File: src/rtl/burst_ram_masked.sv
// Burst DRAM front-end model: init delay, latency-delayed read bursts and
// byte-masked write bursts with wrap-around addressing over a 2^DEPTH_BITWIDTH word array.
module burst_ram_masked #(
    parameter string DATA_FILE                = "",
    parameter int    DATA_WIDTH               = 64,
    parameter int    DEPTH_BITWIDTH           = 4,
    parameter int    BURST_COUNT              = 4,
    parameter int    CYCLES_BEFORE_DATA_VALID = 6,
    parameter int    CYCLES_BEFORE_INITIATED  = 10
) (
    input  logic                      clk,
    input  logic                      rst_n,
    input  logic                      cmd,
    input  logic                      cmd_en,
    input  logic [DEPTH_BITWIDTH-1:0] addr,
    input  logic [DATA_WIDTH-1:0]     wr_data,
    input  logic [DATA_WIDTH/8-1:0]   data_mask,
    output logic [DATA_WIDTH-1:0]     rd_data,
    output logic                      rd_data_valid,
    output logic                      init_calib,
    output logic                      busy
);
    localparam int NBYTES  = DATA_WIDTH / 8;
    localparam int WORDS   = 1 << DEPTH_BITWIDTH;
    localparam int CNT_MAX = (CYCLES_BEFORE_INITIATED > CYCLES_BEFORE_DATA_VALID) ?
                             CYCLES_BEFORE_INITIATED : CYCLES_BEFORE_DATA_VALID;
    localparam int CNT_W   = $clog2(CNT_MAX + 1);
    localparam int BEAT_W  = $clog2(BURST_COUNT + 1);

    localparam logic [CNT_W-1:0]  INIT_LAST = CNT_W'(CYCLES_BEFORE_INITIATED - 1);
    localparam logic [CNT_W-1:0]  LAT_LAST  = CNT_W'(CYCLES_BEFORE_DATA_VALID - 1);
    localparam logic [BEAT_W-1:0] BEAT_ONE  = BEAT_W'(1);
    localparam logic [BEAT_W-1:0] BEAT_END  = BEAT_W'(BURST_COUNT);
    localparam logic [BEAT_W-1:0] BEAT_LAST = BEAT_W'(BURST_COUNT - 1);

    typedef enum logic [2:0] {
        S_INIT,
        S_IDLE,
        S_RD_WAIT,
        S_RD_BURST,
        S_WR_BURST
    } state_t;

    state_t                    r_state;
    logic [CNT_W-1:0]          r_cnt;
    logic [BEAT_W-1:0]         r_beat;
    logic [DEPTH_BITWIDTH-1:0] r_addr;
    logic [DATA_WIDTH-1:0]     r_mem [WORDS];
    logic [DATA_WIDTH-1:0]     r_rd_data;
    logic                      r_valid;
    logic                      r_init;
    logic                      r_busy;

    logic                      w_accept;
    logic                      w_we;
    logic [DEPTH_BITWIDTH-1:0] w_waddr;

    assign w_accept = cmd_en && !r_busy && r_init;
    // Beat 0 of a write lands on the accepting edge using the live address.
    assign w_we     = (w_accept && cmd) || (r_state == S_WR_BURST);
    assign w_waddr  = (r_state == S_WR_BURST) ? r_addr : addr;

    // Array has no reset so contents survive a reset pulse.
    always_ff @(posedge clk) begin
        if (w_we) begin
            for (int i = 0; i < NBYTES; i++) begin
                if (!data_mask[i]) begin
                    r_mem[w_waddr][8*i +: 8] <= wr_data[8*i +: 8];
                end
            end
        end
    end

    always_ff @(posedge clk or negedge rst_n) begin
        if (!rst_n) begin
            r_state   <= S_INIT;
            r_cnt     <= '0;
            r_beat    <= '0;
            r_addr    <= '0;
            r_rd_data <= '0;
            r_valid   <= 1'b0;
            r_init    <= 1'b0;
            r_busy    <= 1'b1;
        end else begin
            case (r_state)
                S_INIT: begin
                    if (r_cnt == INIT_LAST) begin
                        r_state <= S_IDLE;
                        r_init  <= 1'b1;
                        r_busy  <= 1'b0;
                        r_cnt   <= '0;
                    end else begin
                        r_cnt <= r_cnt + 1'b1;
                    end
                end
                S_IDLE: begin
                    if (w_accept) begin
                        if (cmd) begin
                            if (BURST_COUNT > 1) begin
                                r_state <= S_WR_BURST;
                                r_busy  <= 1'b1;
                                r_addr  <= addr + 1'b1;
                                r_beat  <= BEAT_ONE;
                            end
                        end else begin
                            r_state <= S_RD_WAIT;
                            r_busy  <= 1'b1;
                            r_addr  <= addr;
                            r_cnt   <= '0;
                        end
                    end
                end
                S_RD_WAIT: begin
                    if (r_cnt == LAT_LAST) begin
                        r_state   <= S_RD_BURST;
                        r_rd_data <= r_mem[r_addr];
                        r_valid   <= 1'b1;
                        r_addr    <= r_addr + 1'b1;
                        r_beat    <= BEAT_ONE;
                    end else begin
                        r_cnt <= r_cnt + 1'b1;
                    end
                end
                S_RD_BURST: begin
                    if (r_beat == BEAT_END) begin
                        r_state <= S_IDLE;
                        r_valid <= 1'b0;
                        r_busy  <= 1'b0;
                    end else begin
                        r_rd_data <= r_mem[r_addr];
                        r_addr    <= r_addr + 1'b1;
                        r_beat    <= r_beat + 1'b1;
                    end
                end
                S_WR_BURST: begin
                    r_addr <= r_addr + 1'b1;
                    r_beat <= r_beat + 1'b1;
                    if (r_beat == BEAT_LAST) begin
                        r_state <= S_IDLE;
                        r_busy  <= 1'b0;
                    end
                end
                default: r_state <= S_INIT;
            endcase
        end
    end

    assign rd_data       = r_rd_data;
    assign rd_data_valid = r_valid;
    assign init_calib    = r_init;
    assign busy          = r_busy;
endmodule

File: config.mk
export PLATFORM = sky130hd
export DESIGN_NAME = burst_ram_masked
export DESIGN_NICKNAME = d
export VERILOG_FILES = /design/src/rtl/burst_ram_masked.sv
export SDC_FILE = /design/constraint.sdc
export NUM_CORES = 1
export LEC_CHECK = 0
export BUFFER_PORTS_ARGS = -buffer_cell sky130_fd_sc_hd__buf_2
export CAP_MARGIN = 15
export CORE_ASPECT_RATIO = 1.4
export CORE_MARGIN = 3
export CORE_UTILIZATION = 60
export CTS_BUF_LIST = sky130_fd_sc_hd__clkbuf_4 sky130_fd_sc_hd__clkbuf_8
export CTS_CLUSTER_DIAMETER = 200
export DETAILED_ROUTE_END_ITERATION = 12
export PLACE_DENSITY = 0.77
export REMOVE_ABC_BUFFERS = 1
export SLEW_MARGIN = 40
export SYNTH_ARGS = -nofsm -noshare
export SYNTH_HDL_FRONTEND = slang
export SYNTH_SLANG_ARGS = --single-unit
File: constraint.sdc
create_clock -name clk -period 3.15 [get_ports clk]
set_input_delay 0.63 -clock clk [delete_from_list [all_inputs] [get_ports clk]]
set_output_delay 0.63 -clock clk [all_outputs]
set_load 0.01 [all_outputs]
* Word level (Yosys, flattened, before mapping)
Memory sizes are Yosys's and may differ from the RTL's.
Cells that the tools add are included.
** Cells by class
- Reduce and logical (&&, ||, !) cells :: 18
- Muxes and demuxes :: 57
- Equal/unequal tests :: 17
- $add $sub $neg :: 4
** Operator list (number)
- 64-bit 2-to-1 mux :: 2
- 64-bit one-hot mux with 2 select lines :: 1
- 4-bit 2-to-1 mux :: 9
- 3-bit 2-to-1 mux :: 10
- 1-bit 2-to-1 mux :: 29
- 2-bit != test, second input constant :: 8
- 4-bit one-hot mux with 4 select lines :: 1
- 3-bit one-hot mux with 5 select lines :: 1
- 5-bit AND reduction :: 3
- 4-bit by 1-bit adder with 4-bit output, second input constant :: 3
- 3-bit one-hot mux with 4 select lines :: 1
- 4-bit one-hot mux with 3 select lines :: 1
- 3-bit by 2-bit equality test with 1-bit output, second input constant :: 3
- 4-bit AND reduction :: 2
- 4-bit nonzero test :: 2
- 3-bit equality test, second input constant :: 2
- 3-bit AND reduction :: 2
- 4-bit by 3-bit equality test with 1-bit output, second input constant :: 1
- 4-bit equality test, second input constant :: 1
- 1-bit one-hot mux with 4 select lines :: 1
- 3-bit by 1-bit adder with 3-bit output, second input constant :: 1
- 3-bit by 1-bit equality test with 1-bit output, second input constant :: 1
- 1-bit logical AND :: 3
- 3-bit zero test :: 1
- 7 further kinds :: 7
** Storage, ports and cells
- Input port bits :: 80
- Output and inout bits :: 67
- Memories :: 1
- Memory bits (writable) :: 1024
- Logic and storage cells :: 105
- Flip-flop bits (word level) :: 81
** Memory list
- r_mem :: words 16, bits a word 64, read ports 1, clocked after Yosys merged registers in 0, write ports 1, line 48 : logic [DATA_WIDTH-1:0] r_mem [WORDS];

* Longest topological paths before layout
- Depth after elaboration :: 7
- Gate-level depth with buffers :: 9
- Depth with buffers taken out :: 6

* Least setup slack after synthesis
Ideal clock, no wire load.
- Path kind :: register to register
- Start :: register r_state[0]
- End :: memory r_mem[0][0], enable pin
- Setup time :: 0.370 ns
- Path slack :: 0.547 ns
- Arrival time :: 2.232 ns
- Stages on the path, launching flop included :: 6
- Buffers on the path :: 1
- Period minus slack after synthesis :: 2.603 ns
- Data required time :: 2.780 ns
- Path through :: dfrtp_1 nor3b_4 buf_6 mux2i_4 nand4_4 nor2_1
** On the way
- Word-level cells in the longest chain between the ends :: 4
- Elaborated cells on any way between the ends :: 5
- Classes of those cells :: 1 x eq/ne; 3 x mux; 1 x reduce/logical
** RTL lines
- from (decl) :: line 44 : state_t r_state;
- from (signal assigned) :: line 76 : r_state <= S_INIT;
- from (signal assigned) :: line 88 : r_state <= S_IDLE;
- from (signal assigned) :: line 100 : r_state <= S_WR_BURST;
- 3-bit equality test (*) :: line 60, 61
- 1-bit logical OR :: line 60 : assign w_we = (w_accept && cmd) || (r_state == S_WR_BURST);
- 1-bit 2-to-1 mux :: line 65 : if (w_we) begin
- 1-bit 2-to-1 mux (not written as such) :: line 68 : r_mem[w_waddr][8*i +: 8] <= wr_data[8*i +: 8];
- to (decl) :: line 48
Every way passes the cells marked *; elsewhere a longest branch is shown, timed or not.

* Worst setup path after layout
- Start :: register r_state[2]
- End :: memory r_mem[14][5], enable pin
The elaborated chain is that of the path after synthesis.

==> results.sh <==
export IMPL_power_leakage_nw=17.4
export IMPL_dp_hpwl_mm=64.1
export IMPL_switchingPower_w=0.0118
export IMPL_power_frac_clock=0.282
export IMPL_cts_clk_slew_worst_paths_ns=0.06
export IMPL_first_pass_iters=6
export IMPL_p_sw_frac=0.304
export IMPL_clockRootBuffer="clkbuf_8"
export IMPL_r2r_start="r_state[2]"
export IMPL_synthArstFlopShare=0.0733
export IMPL_end_kind="register"
export IMPL_timing_final_max_slew_violations=0
export IMPL_cts_path_max_buffers=3
export IMPL_first_global_vias=24100
export IMPL_slew_limit_headroom=0.438
export IMPL_setup_viol=0
export IMPL_cts_buffers=153
export IMPL_crit_path_max_incr_delay_ns=0.54
export IMPL_grt_use_total=0.269
export IMPL_route_vias_total=23600
export IMPL_die_area_sq_um=75300
export IMPL_cts_sinks=1105
export IMPL_synth_ff_type="edfxtp_1"
export IMPL_drive_above_1_share=0.257
export IMPL_grt_overflow=0
export IMPL_antenna_left=0
export IMPL_path_cells="nor3b_4 -> buf_12 -> or2_2 -> nand2b_1 -> nor2_1 -> buf_4"
export IMPL_cp_slowest_cell="dfrtp_1"
export IMPL_power_w=0.0388
export IMPL_totalWireLength_mm=99.4
export IMPL_rr_endpoint="r_mem[14][5]"
export IMPL_grt_setup_unrepaired="false"
export IMPL_wire_per_inst_microns=26.3
export IMPL_fillerInstances=4394
export IMPL_synth_edff_count=1024
export IMPL_finClkSkew_ns=0.0338
export IMPL_io_buffers=146
export IMPL_worstSetupStartpointType="register"
export IMPL_gp_congestion=0.853
export IMPL_fin_area_sq_um=49200
export IMPL_run_status="finished, final reports clean"
export IMPL_ff2ff_setup_slack_ns=0.22
export IMPL_crit_required_ns=3.66
export IMPL_cts_tree="built"
export IMPL_worstPathArrival_ns=3.44
export IMPL_placed_cell_area_sq_um=46100
export IMPL_intPower_w=0.0270
export IMPL_crit_buf_inv=2
export IMPL_worstSetupPathDepth=6
export IMPL_synth_seq_cells=1105
export IMPL_syn2layout_area_growth_pct=13.8
export IMPL_seq_area_frac_synth=0.759
export IMPL_ir_worst_vdd_mv=0.629
export IMPL_synth_avg_cell_area_sq_um=18.2
export IMPL_synth_cells=2368
export IMPL_antenna_found_initial=6
export IMPL_max_freq_mhz=341
export IMPL_via_per_inst=6.24
export IMPL_rows=115
export IMPL_ioPinCount=147
export IMPL_holdPathEnd="r_mem[7][59]"
export IMPL_dpl_cell_count=3493
export IMPL_drv_cap=0
export IMPL_min_delay_start="wr_data[59]"
export IMPL_drt_iter0_markers=2720
export IMPL_cp_top_family="simple AND/OR/NAND/NOR gates"
export IMPL_layout_cells_non_filler=3779
export IMPL_hold_viol=0
export IMPL_htree_levels=4
export IMPL_start_util=0.610
export IMPL_crit_fanout=16
export IMPL_worst_pin_slew_ns=0.835
export IMPL_worstSetupPathType="reg2reg"
export IMPL_final_setup_tns_ns=0
export IMPL_nNetsFinal=2800
export IMPL_syn_cell_area_sq_um=43200
export IMPL_crit_path_start="r_state[2]"
export IMPL_power_density_nw_per_um2=790
export IMPL_core_area_sq_um=70800
export IMPL_grt_pass1_wl_mm=148
export IMPL_seq_power_share=0.444
export IMPL_hold_path_depth=1
export IMPL_hold_class="in2reg"
export IMPL_post_route_period_util=0.930
export IMPL_r2r_cells=6
export IMPL_combPwrFrac=0.274
export IMPL_insertion_delay_ns=0.82
export IMPL_drcViolationCount=0
export IMPL_yosys_warnings=0
export IMPL_fin_crit_ns=2.93
export IMPL_ys_types=59
export IMPL_die_h_microns=323
export IMPL_die_x_microns=233
export IMPL_hold_slack_ns=0.191
export IMPL_grt_max_degree=71
==> stage by stage <==
step                      worst slack [ns]   util
after floorplan                     -12.70      -
after global placement               0.371  0.651
after detailed placement             0.235  0.651
after CTS                            0.240  0.694
after global routing                0.0799  0.694
final                                0.221  0.695
==> cells by family after synthesis <==
logic type	after synthesis	synth area share
flops	1105	0.759
xor+xnor	3	0.000608
buf+inv	158	0.0176
compound gates	316	0.0494
fa+ha+maj	7	0.00203
mux	446	0.129
simple gates	333	0.0426
==> cell usage after synthesis, types with 3 or more instances <==
cell type     n  area (sq um)
mux2i_4       4          90.1
nor2_1      138           518
nor2b_1       5          31.3
nor4_1       23           144
mux2i_1     350          3500
inv_1        10          37.5
a2111oi_2    12           180
mux2_2        6          67.6
buf_4         6          45.0
clkbuf_1     68           255
or3b_2        3          26.3
o22ai_1     172          1080
buf_2        60           300
nand4_4      16           340
xnor2_1       3          26.3
mux4_2       82          1850
ha_1          7          87.6
buf_1         6          22.5
buf_6         7          78.8
a21oi_1       8          40.0
nand3b_1      5          37.5
and3_1       40           250
nand2b_1     11          68.8
edfxtp_1   1024         30700
nor3_1        5          25.0
o21ai_0      31           155
nand2_1      71           267
mux2_4        4          60.1
nand3_1       5          25.0
a2111oi_1    27           270
dfrtp_1      80          2000
o21ai_1      41           205
a21o_1        3          22.5
==> area by class of cell <==
| cell class | instances | area (sq um) | area share |
|---|---|---|---|
| tap | 936 | 1170 | 0.0238 |
| clock buffer | 237 | 2830 | 0.0576 |
| sequential | 1105 | 32800 | 0.667 |
| antenna | 5 | 12.5 | 0.000254 |
| multi-input combinational | 1105 | 9680 | 0.197 |
| timing repair buffer | 338 | 2390 | 0.0487 |
| inverter | 10 | 37.5 | 0.000763 |
| clock inverter | 43 | 260 | 0.00529 |
==> worst max path at each step <==
stage / end / slack (ns)
detailed placement: r_mem[14][2] / 0.23
finish: r_mem[14][5] / 0.22
CTS: r_mem[14][1] / 0.24
floorplan: r_mem[0][0] / -12.70
global placement: rd_data[4] / 0.37
global route: r_mem[12][3] / 0.08
==> power groups by stage <==
stage          registers [W]  clock network [W]  logic (W)
2_1_floorplan         0.0180                  0    0.00510
3_3_place_gp          0.0175                  0     0.0104
3_5_place_dp          0.0175                  0     0.0106
4_1_cts               0.0172             0.0111     0.0107
5_1_grt               0.0173             0.0118     0.0113
6_report              0.0172             0.0109     0.0106
==> worst reg2reg max path, stage by stage (launching register included) <==
cell	delay, ns
dfrtp_1	0.54
nor3b_4	0.32
buf_12	0.21
or2_2	0.36
nand2b_1	0.51
nor2_1	0.50
buf_4	0.22
==> flip-flops by register name, indices dropped and copies added, names as in the netlist <==
signal / flops
r_mem: 1024
r_beat: 3
r_state: 3
r_addr: 4
busy: 1
rd_data_valid: 1
init_calib: 1
rd_data: 64
r_cnt: 4
==> cell usage in the layout, fill, tap and decap left out, types with 10 or more instances in the layout <==
| master | instances |
|---|---|
| nand2b_1 | 11 |
| nor2_1 | 137 |
| clkinv_1 | 26 |
| inv_1 | 10 |
| a2111oi_2 | 12 |
| buf_4 | 174 |
| nor4_1 | 23 |
| buf_2 | 145 |
| clkbuf_4 | 69 |
| and3_1 | 40 |
| mux4_2 | 82 |
| buf_12 | 17 |
| a2111oi_1 | 27 |
| nand2_1 | 71 |
| mux2i_1 | 350 |
| clkbuf_8 | 168 |
| nand4_4 | 16 |
| o22ai_1 | 172 |
| dfrtp_1 | 76 |
| edfxtp_1 | 1024 |
| o21ai_1 | 40 |
| o21ai_0 | 31 |
==> repair_timing <==
| action | 4_1_cts | 5_1_grt |
|---|---|---|
| hold buffers | 1 | 0 |
| buffers inserted | 0 | 0 |
| endpoints found under the hold margin | 47 | 0 |
| gates resized for setup | 0 | 0 |
==> per-layer routing <==
layer  vias up  GRT usage  part of all wire
met5         -          0           0.00020
met4         4      0.113             0.039
met3       243     0.0598             0.088
met2      1216      0.445              0.50
li1      10200          -                 -
met1     11900      0.348              0.37
Note: power is estimated with default switching activity, not from simulation.
